## src/rtl/lcd_pkg.sv

```systemverilog
// Shared types and constants for the HD44780 character-LCD driver.
// Holds the FSM state encoding, panel command bytes and init sequence length.
package lcd_pkg;

    typedef enum logic [2:0] {
        StPowerup,
        StLoad,
        StSetup,
        StEnHi,
        StWait,
        StIdle
    } lcd_state_e;

    localparam logic [7:0] FUNC_SET_8B = 8'h38;
    localparam logic [7:0] DISP_ON     = 8'h0C;
    localparam logic [7:0] CLEAR       = 8'h01;
    localparam logic [7:0] HOME        = 8'h02;
    localparam logic [7:0] ENTRY_INC   = 8'h06;

    localparam int unsigned INIT_LEN = 7;

    // Clear and home are the only commands needing the long post-pulse wait.
    function automatic logic is_long_cmd(logic rs, logic [7:0] data);
        return !rs && (data == CLEAR || data == HOME);
    endfunction

endpackage

```

## src/rtl/lcd_hd44780_driver_if.sv

```systemverilog
// Upstream byte handshake into the LCD driver: one byte per valid/ready transfer.
// rs selects command (0) or character data (1).
interface lcd_hd44780_driver_if;
    logic       in_valid;
    logic       in_ready;
    logic       in_rs;
    logic [7:0] in_data;

    modport master (output in_valid, output in_rs, output in_data, input in_ready);
    modport slave  (input in_valid, input in_rs, input in_data, output in_ready);
endinterface

```

## src/rtl/lcd_init_rom.sv

```systemverilog
// Power-up command sequence for the panel in 8-bit mode, indexed by init step.
// Purely combinational; out-of-range indices return 8'h00.
module lcd_init_rom
    import lcd_pkg::*;
(
    input  logic [2:0] index,
    output logic [7:0] data
);

    always_comb begin
        data = 8'h00;
        case (index)
            3'd0, 3'd1, 3'd2, 3'd3: data = FUNC_SET_8B;
            3'd4:                   data = DISP_ON;
            3'd5:                   data = CLEAR;
            3'd6:                   data = ENTRY_INC;
            default:                data = 8'h00;
        endcase
    end

endmodule

```

## src/rtl/lcd_hd44780_driver.sv

```systemverilog
// HD44780 8-bit bus driver: runs the power-up init, then writes one byte per handshake
// with a fully timed setup / EN pulse / busy-wait cycle. All outputs are registered.
module lcd_hd44780_driver
    import lcd_pkg::*;
#(
    parameter int unsigned CNT_W       = 20,
    parameter int unsigned POWERUP_CYC = 750000,
    parameter int unsigned SETUP_CYC   = 2,
    parameter int unsigned EN_HIGH_CYC = 25,
    parameter int unsigned CMD_WAIT    = 2500,
    parameter int unsigned CLEAR_WAIT  = 82000
) (
    input  logic                 clk,
    input  logic                 reset,
    lcd_hd44780_driver_if.slave  up,
    output logic                 init_done,
    output logic                 busy,
    output logic                 LCD_RS,
    output logic                 LCD_RW,
    output logic                 LCD_EN,
    output logic [7:0]           LCD_D
);

    localparam logic [CNT_W-1:0] PowerupLast = CNT_W'(POWERUP_CYC - 1);
    localparam logic [CNT_W-1:0] SetupLast   = CNT_W'(SETUP_CYC - 1);
    localparam logic [CNT_W-1:0] EnHighLast  = CNT_W'(EN_HIGH_CYC - 1);
    localparam logic [CNT_W-1:0] CmdLast     = CNT_W'(CMD_WAIT - 1);
    localparam logic [CNT_W-1:0] ClearLast   = CNT_W'(CLEAR_WAIT - 1);
    localparam logic [2:0]       InitLast    = 3'(INIT_LEN - 1);

    lcd_state_e       state;
    logic [CNT_W-1:0] count;
    logic [2:0]       init_idx;
    logic [7:0]       rom_data;
    logic             ready;
    logic             wait_last;

    assign LCD_RW      = 1'b0;
    assign up.in_ready = ready;

    lcd_init_rom u_init_rom (
        .index (init_idx),
        .data  (rom_data)
    );

    // Wait length follows the byte currently latched on the bus.
    assign wait_last = is_long_cmd(LCD_RS, LCD_D) ? (count == ClearLast) : (count == CmdLast);

    always_ff @(posedge clk or posedge reset) begin
        if (reset) begin
            state     <= StPowerup;
            count     <= '0;
            init_idx  <= '0;
            LCD_EN    <= 1'b0;
            LCD_RS    <= 1'b0;
            LCD_D     <= 8'h00;
            ready     <= 1'b0;
            init_done <= 1'b0;
            busy      <= 1'b1;
        end else begin
            count <= count + CNT_W'(1);
            unique case (state)
                StPowerup: begin
                    if (count == PowerupLast) begin
                        state <= StLoad;
                        count <= '0;
                    end
                end
                StLoad: begin
                    LCD_RS <= 1'b0;
                    LCD_D  <= rom_data;
                    state  <= StSetup;
                    count  <= '0;
                end
                StSetup: begin
                    if (count == SetupLast) begin
                        LCD_EN <= 1'b1;
                        state  <= StEnHi;
                        count  <= '0;
                    end
                end
                StEnHi: begin
                    if (count == EnHighLast) begin
                        LCD_EN <= 1'b0;
                        state  <= StWait;
                        count  <= '0;
                    end
                end
                StWait: begin
                    if (wait_last) begin
                        count <= '0;
                        if (init_done || init_idx == InitLast) begin
                            init_done <= 1'b1;
                            ready     <= 1'b1;
                            busy      <= 1'b0;
                            state     <= StIdle;
                        end else begin
                            init_idx <= init_idx + 3'd1;
                            state    <= StLoad;
                        end
                    end
                end
                StIdle: begin
                    count <= '0;
                    if (up.in_valid) begin
                        LCD_RS <= up.in_rs;
                        LCD_D  <= up.in_data;
                        ready  <= 1'b0;
                        busy   <= 1'b1;
                        state  <= StSetup;
                    end
                end
                default: begin
                    state <= StPowerup;
                    count <= '0;
                end
            endcase
        end
    end

endmodule

```

## src/flat_wrapper.sv

```systemverilog
// flat-port wrapper written by rule: the top's interface ports become plain ports
module lcd_hd44780_driver_flat import lcd_pkg::*;
#(
    parameter int unsigned CNT_W       = 20,
    parameter int unsigned POWERUP_CYC = 750000,
    parameter int unsigned SETUP_CYC   = 2,
    parameter int unsigned EN_HIGH_CYC = 25,
    parameter int unsigned CMD_WAIT    = 2500,
    parameter int unsigned CLEAR_WAIT  = 82000
)
  (clk, reset, init_done, busy, LCD_RS, LCD_RW, LCD_EN, LCD_D, up_in_valid, up_in_rs, up_in_data, up_in_ready);
  lcd_hd44780_driver_if up_i ();
  input  logic clk;
  input  logic reset;
  output logic init_done;
  output logic busy;
  output logic LCD_RS;
  output logic LCD_RW;
  output logic LCD_EN;
  output logic [7:0] LCD_D;
  input wire logic [$bits(up_i.in_valid)-1:0] up_in_valid;
  input wire logic [$bits(up_i.in_rs)-1:0] up_in_rs;
  input wire logic [$bits(up_i.in_data)-1:0] up_in_data;
  output wire logic [$bits(up_i.in_ready)-1:0] up_in_ready;
  assign up_i.in_valid = up_in_valid;
  assign up_i.in_rs = up_in_rs;
  assign up_i.in_data = up_in_data;
  assign up_in_ready = up_i.in_ready;
  lcd_hd44780_driver #(.CNT_W(CNT_W), .POWERUP_CYC(POWERUP_CYC), .SETUP_CYC(SETUP_CYC), .EN_HIGH_CYC(EN_HIGH_CYC), .CMD_WAIT(CMD_WAIT), .CLEAR_WAIT(CLEAR_WAIT)) u_core (.clk(clk), .reset(reset), .up(up_i), .init_done(init_done), .busy(busy), .LCD_RS(LCD_RS), .LCD_RW(LCD_RW), .LCD_EN(LCD_EN), .LCD_D(LCD_D));
endmodule
```

## config.mk

```make
export PLATFORM = sky130hd
export DESIGN_NAME = lcd_hd44780_driver_flat
export DESIGN_NICKNAME = d
export VERILOG_FILES = /design/src/rtl/lcd_pkg.sv /design/src/rtl/lcd_hd44780_driver_if.sv /design/src/rtl/lcd_init_rom.sv /design/src/rtl/lcd_hd44780_driver.sv /design/src/flat_wrapper.sv
export SDC_FILE = /design/constraint.sdc
export NUM_CORES = 1
export LEC_CHECK = 0
export ABC_AREA = 0
export CAP_MARGIN = 5
export CORE_MARGIN = 5
export CORE_UTILIZATION = 50
export DETAILED_ROUTE_END_ITERATION = 10
export PLACE_DENSITY = 0.73
export SKIP_LAST_GASP = 1
export SYNTH_ARGS = -nofsm -noshare
export SYNTH_HDL_FRONTEND = slang
export SYNTH_SLANG_ARGS = --single-unit
```

## constraint.sdc

```tcl
create_clock -name clk -period 2 [get_ports clk]
set_input_delay 0.3 -clock clk [delete_from_list [all_inputs] [get_ports clk]]
set_output_delay 0.3 -clock clk [all_outputs]
set_load 0.1 [all_outputs]
```

==> flow_summary.ini <==
[floorplan]
coreArea_sq_um = 4320
die_w_microns = 76.6
die_y_microns = 76.6
core.rowCount = 24
num_io_pins = 26
dieArea_sq_um = 5860
start_util_pct = 51.2

[critical_path]
critical_path_required_ps = 2170
r2r-end = u_core.init_idx[1]$_DFFE_PP0P_
cp-end-kind = register
worst-path-max-fanout = 3
worstPathArrival_ps = 2260
r2r_start = u_core.count[15]$_DFF_PP0_
r2r_slack_ps = -100
startpoint_type = register
worstRegToRegCells = 5
criticalPathCategory = reg2reg

[place]
io_buffers = 24
pre_cts_slack_ps = -185
place_area_sq_um = 2650
gp_congestion = 0.842
place_hpwl_microns = 3710

[logic_synthesis]
synth_edf_count = 0
ys.flop_type = dfrtp_1
synth_nets = 255
yosysMostFrequentCell = dfrtp_1
synth-seq-area-share_pct = 44.1
muxShareOfSynthArea_pct = 1.41
yosys-top-cells-area = dfrtp_1 43%, a21oi_1 5.6%, xnor2_1 5.5%
synthDistinctLibCells = 46
ys.warnings.count = 0
synthSimpleGateAreaFrac_pct = 22.6
synth_common_cells = 38 x dfrtp_1, 25 x a21oi_1, 19 x nand2_1
synth_top_family_by_area = simple AND/OR/NAND/NOR gates
synthAdderAreaFrac_pct = 4.52
syn_area_sq_um = 2210
yosysTopAreaCell = dfrtp_1
postSynthCellCount = 235
yosysTopAreaCellShare_pct = 42.9
ys_ff_latch = 39
async_flop_share_pct = 100
postSynthAreaPerCell_sq_um = 9.42
synth_xor_area_share_pct = 7.91
synth_compound_area_share_pct = 14.9

[cts]
cts_tree = done
worstSkewPairLatency_ps = 290
path_clk_slew_ps = 70
max-clock-path-buffers = 2
hold_buffers = 0
htreeDepth = 2
cts_buffers = 5
clock-root-buffer = clkbuf_8
cts_sinks = 39

[route]
drt_wl_total_microns = 5090
vias = 1893
drt_first_pass_iters = 4
final_antenna_net_count = 0
drt_iter0_drc = 143
wl_per_cell_microns = 15.1
vias_per_cell = 5.60
drc_errors = 0

[status]
status = finished with violations
violations = negative setup slack

[pwr]
p_comb_share_pct = 3.4
p_sw_share_pct = 19.8
pwr-share-seq_pct = 56.2
switchingPower_w = 0.000278
p_per_area_nw_per_um2 = 492
power.share.clock_pct = 40.3
fin_total_pwr_w = 0.00140
irDropWorstVdd_mv = 0.309
cellLeakagePower_nw = 1.25
internal_power_w = 0.00112

[sta]
post-route-period-util_pct = 105
rsz0062_at_grt = true
relSlewSlack_pct = 66.2
worst_pin_slew_ps = 506
max_freq_mhz = 477
layout_setup_ws_ps = -96.8
finalSetupViolCount = 23
min_period_ps = 2100
slew_viol_final = 0
fin_skew_ps = 6.67
timing.final.hold_violations = 0

[cells_and_area]
syn2layout_area_growth_pct = 28.7
nets = 305
multi_input_area_sq_um = 1190
ff_latch_area_sq_um = 988
final_cell_area_sq_um = 2850
drive_gt1_share_pct = 26.6
nFillCells = 359
finish.utilization_pct = 65.9
n_antenna_cell = 0

[global_route]
grt_first_pass_wirelength_microns = 8560
antenna_found_initial = 0
first_global_vias = 1807
grt_start_max_net_pins = 40
grt_overflow = 0
grt_usage_pct = 17.8

[run]
maxCapViolCount = 0

[worst_hold_path]
hold_path.class = in2async
==> cell families (layout without fill, tap and decap cells) <==
family          after synthesis  in the layout
other cells                   1              1
compound gates               53             53
fa+ha+maj                     8              8
buf+inv                      22             73
mux                           3              3
simple gates                 89             89
flops                        39             39
xor+xnor                     20             20
==> through the flow <==
step	cells	hold slack [ps]	TNS, ps
after floorplan	235	440	-104
after global placement	324	486	-1280
after detailed placement	324	494	-3040
after CTS	336	435	-809
after global routing	338	476	-3350
final	338	432	-1190
==> state kept, by name, indices dropped and copies added, names as in the netlist <==
register	count
u_core.LCD_EN	1
u_core.LCD_RS	1
u_core.busy	1
u_core.up.in_ready	1
u_core.init_idx	3
u_core.state	3
u_core.init_done	1
u_core.LCD_D	8
u_core.count	20
==> how the worst max path moves through the flow <==
| stage | from | end | slack [ps] | cells after the start |
|---|---|---|---|---|
| 2_1_floorplan | u_core.count[18]$_DFF_PP0_ | u_core.init_idx[1]$_DFFE_PP0P_ | -100 | 5 |
| 3_3_place_gp | u_core.count[9]$_DFF_PP0_ | u_core.count[1]$_DFF_PP0_ | -90 | 7 |
| 3_5_place_dp | u_core.count[9]$_DFF_PP0_ | u_core.count[5]$_DFF_PP0_ | -190 | 7 |
| 4_1_cts | u_core.count[5]$_DFF_PP0_ | u_core.init_idx[1]$_DFFE_PP0P_ | -70 | 5 |
| 5_1_grt | u_core.count[15]$_DFF_PP0_ | u_core.init_idx[1]$_DFFE_PP0P_ | -180 | 5 |
| 6_report | u_core.count[15]$_DFF_PP0_ | u_core.init_idx[1]$_DFFE_PP0P_ | -100 | 5 |
==> per-layer routing <==
metal  part of all wire [%]  global-route usage, %
met1                     44                   23.9
met2                     49                   28.6
met3                    5.2                   4.73
met4                   0.90                   4.20
met5                      0                      0
==> repair_timing <==
| action | in CTS | in global routing |
|---|---|---|
| setup buffers | 4 | 1 |
| resized for setup | 7 | 6 |
| pin swaps | 5 | 4 |
| setup endpoints to repair | 25 | 26 |
| gates cloned | 0 | 1 |
==> layout by cell type, fill, tap and decap left out, drive strengths merged, types with 3 or more instances in the layout <==
master / instances
nor2b: 3
a22o: 4
nand3: 9
dfrtp: 38
o21ai: 10
clkdlybuf4s50: 11
xor2: 6
nand4: 5
or3: 3
buf: 45
nand2: 19
and3: 6
ha: 8
inv: 9
clkbuf: 8
xnor2: 14
a21oi: 25
nor3: 8
nor4: 6
and4: 3
nor2: 16
==> layout make-up <==
cell class / instances / area share, %
well taps: 52 / 2.28
multi-input cells: 174 / 41.8
clock buffers: 8 / 3.51
flip-flops and latches: 39 / 34.7
repair buffers: 56 / 16.5
inverters: 9 / 1.19
==> power by group through the flow <==
| stage | Clock [W] | Combinational, W | Sequential (W) |
|---|---|---|---|
| floorplan | 0 | 0.0000225 | 0.000803 |
| global route | 0.000626 | 0.0000536 | 0.000788 |
| finish | 0.000565 | 0.0000482 | 0.000788 |
| detailed placement | 0 | 0.0000490 | 0.000803 |
| global placement | 0 | 0.0000492 | 0.000803 |
| CTS | 0.000586 | 0.0000493 | 0.000788 |
==> worst max-delay path, cell delays in order, from the launching register on <==
cell,delay [ps]
dfrtp_1,390
or4_4,580
nor4_4,270
nand3_2,100
and4bb_2,330
mux2_4,300
Power figures use the tool's default switching activity.
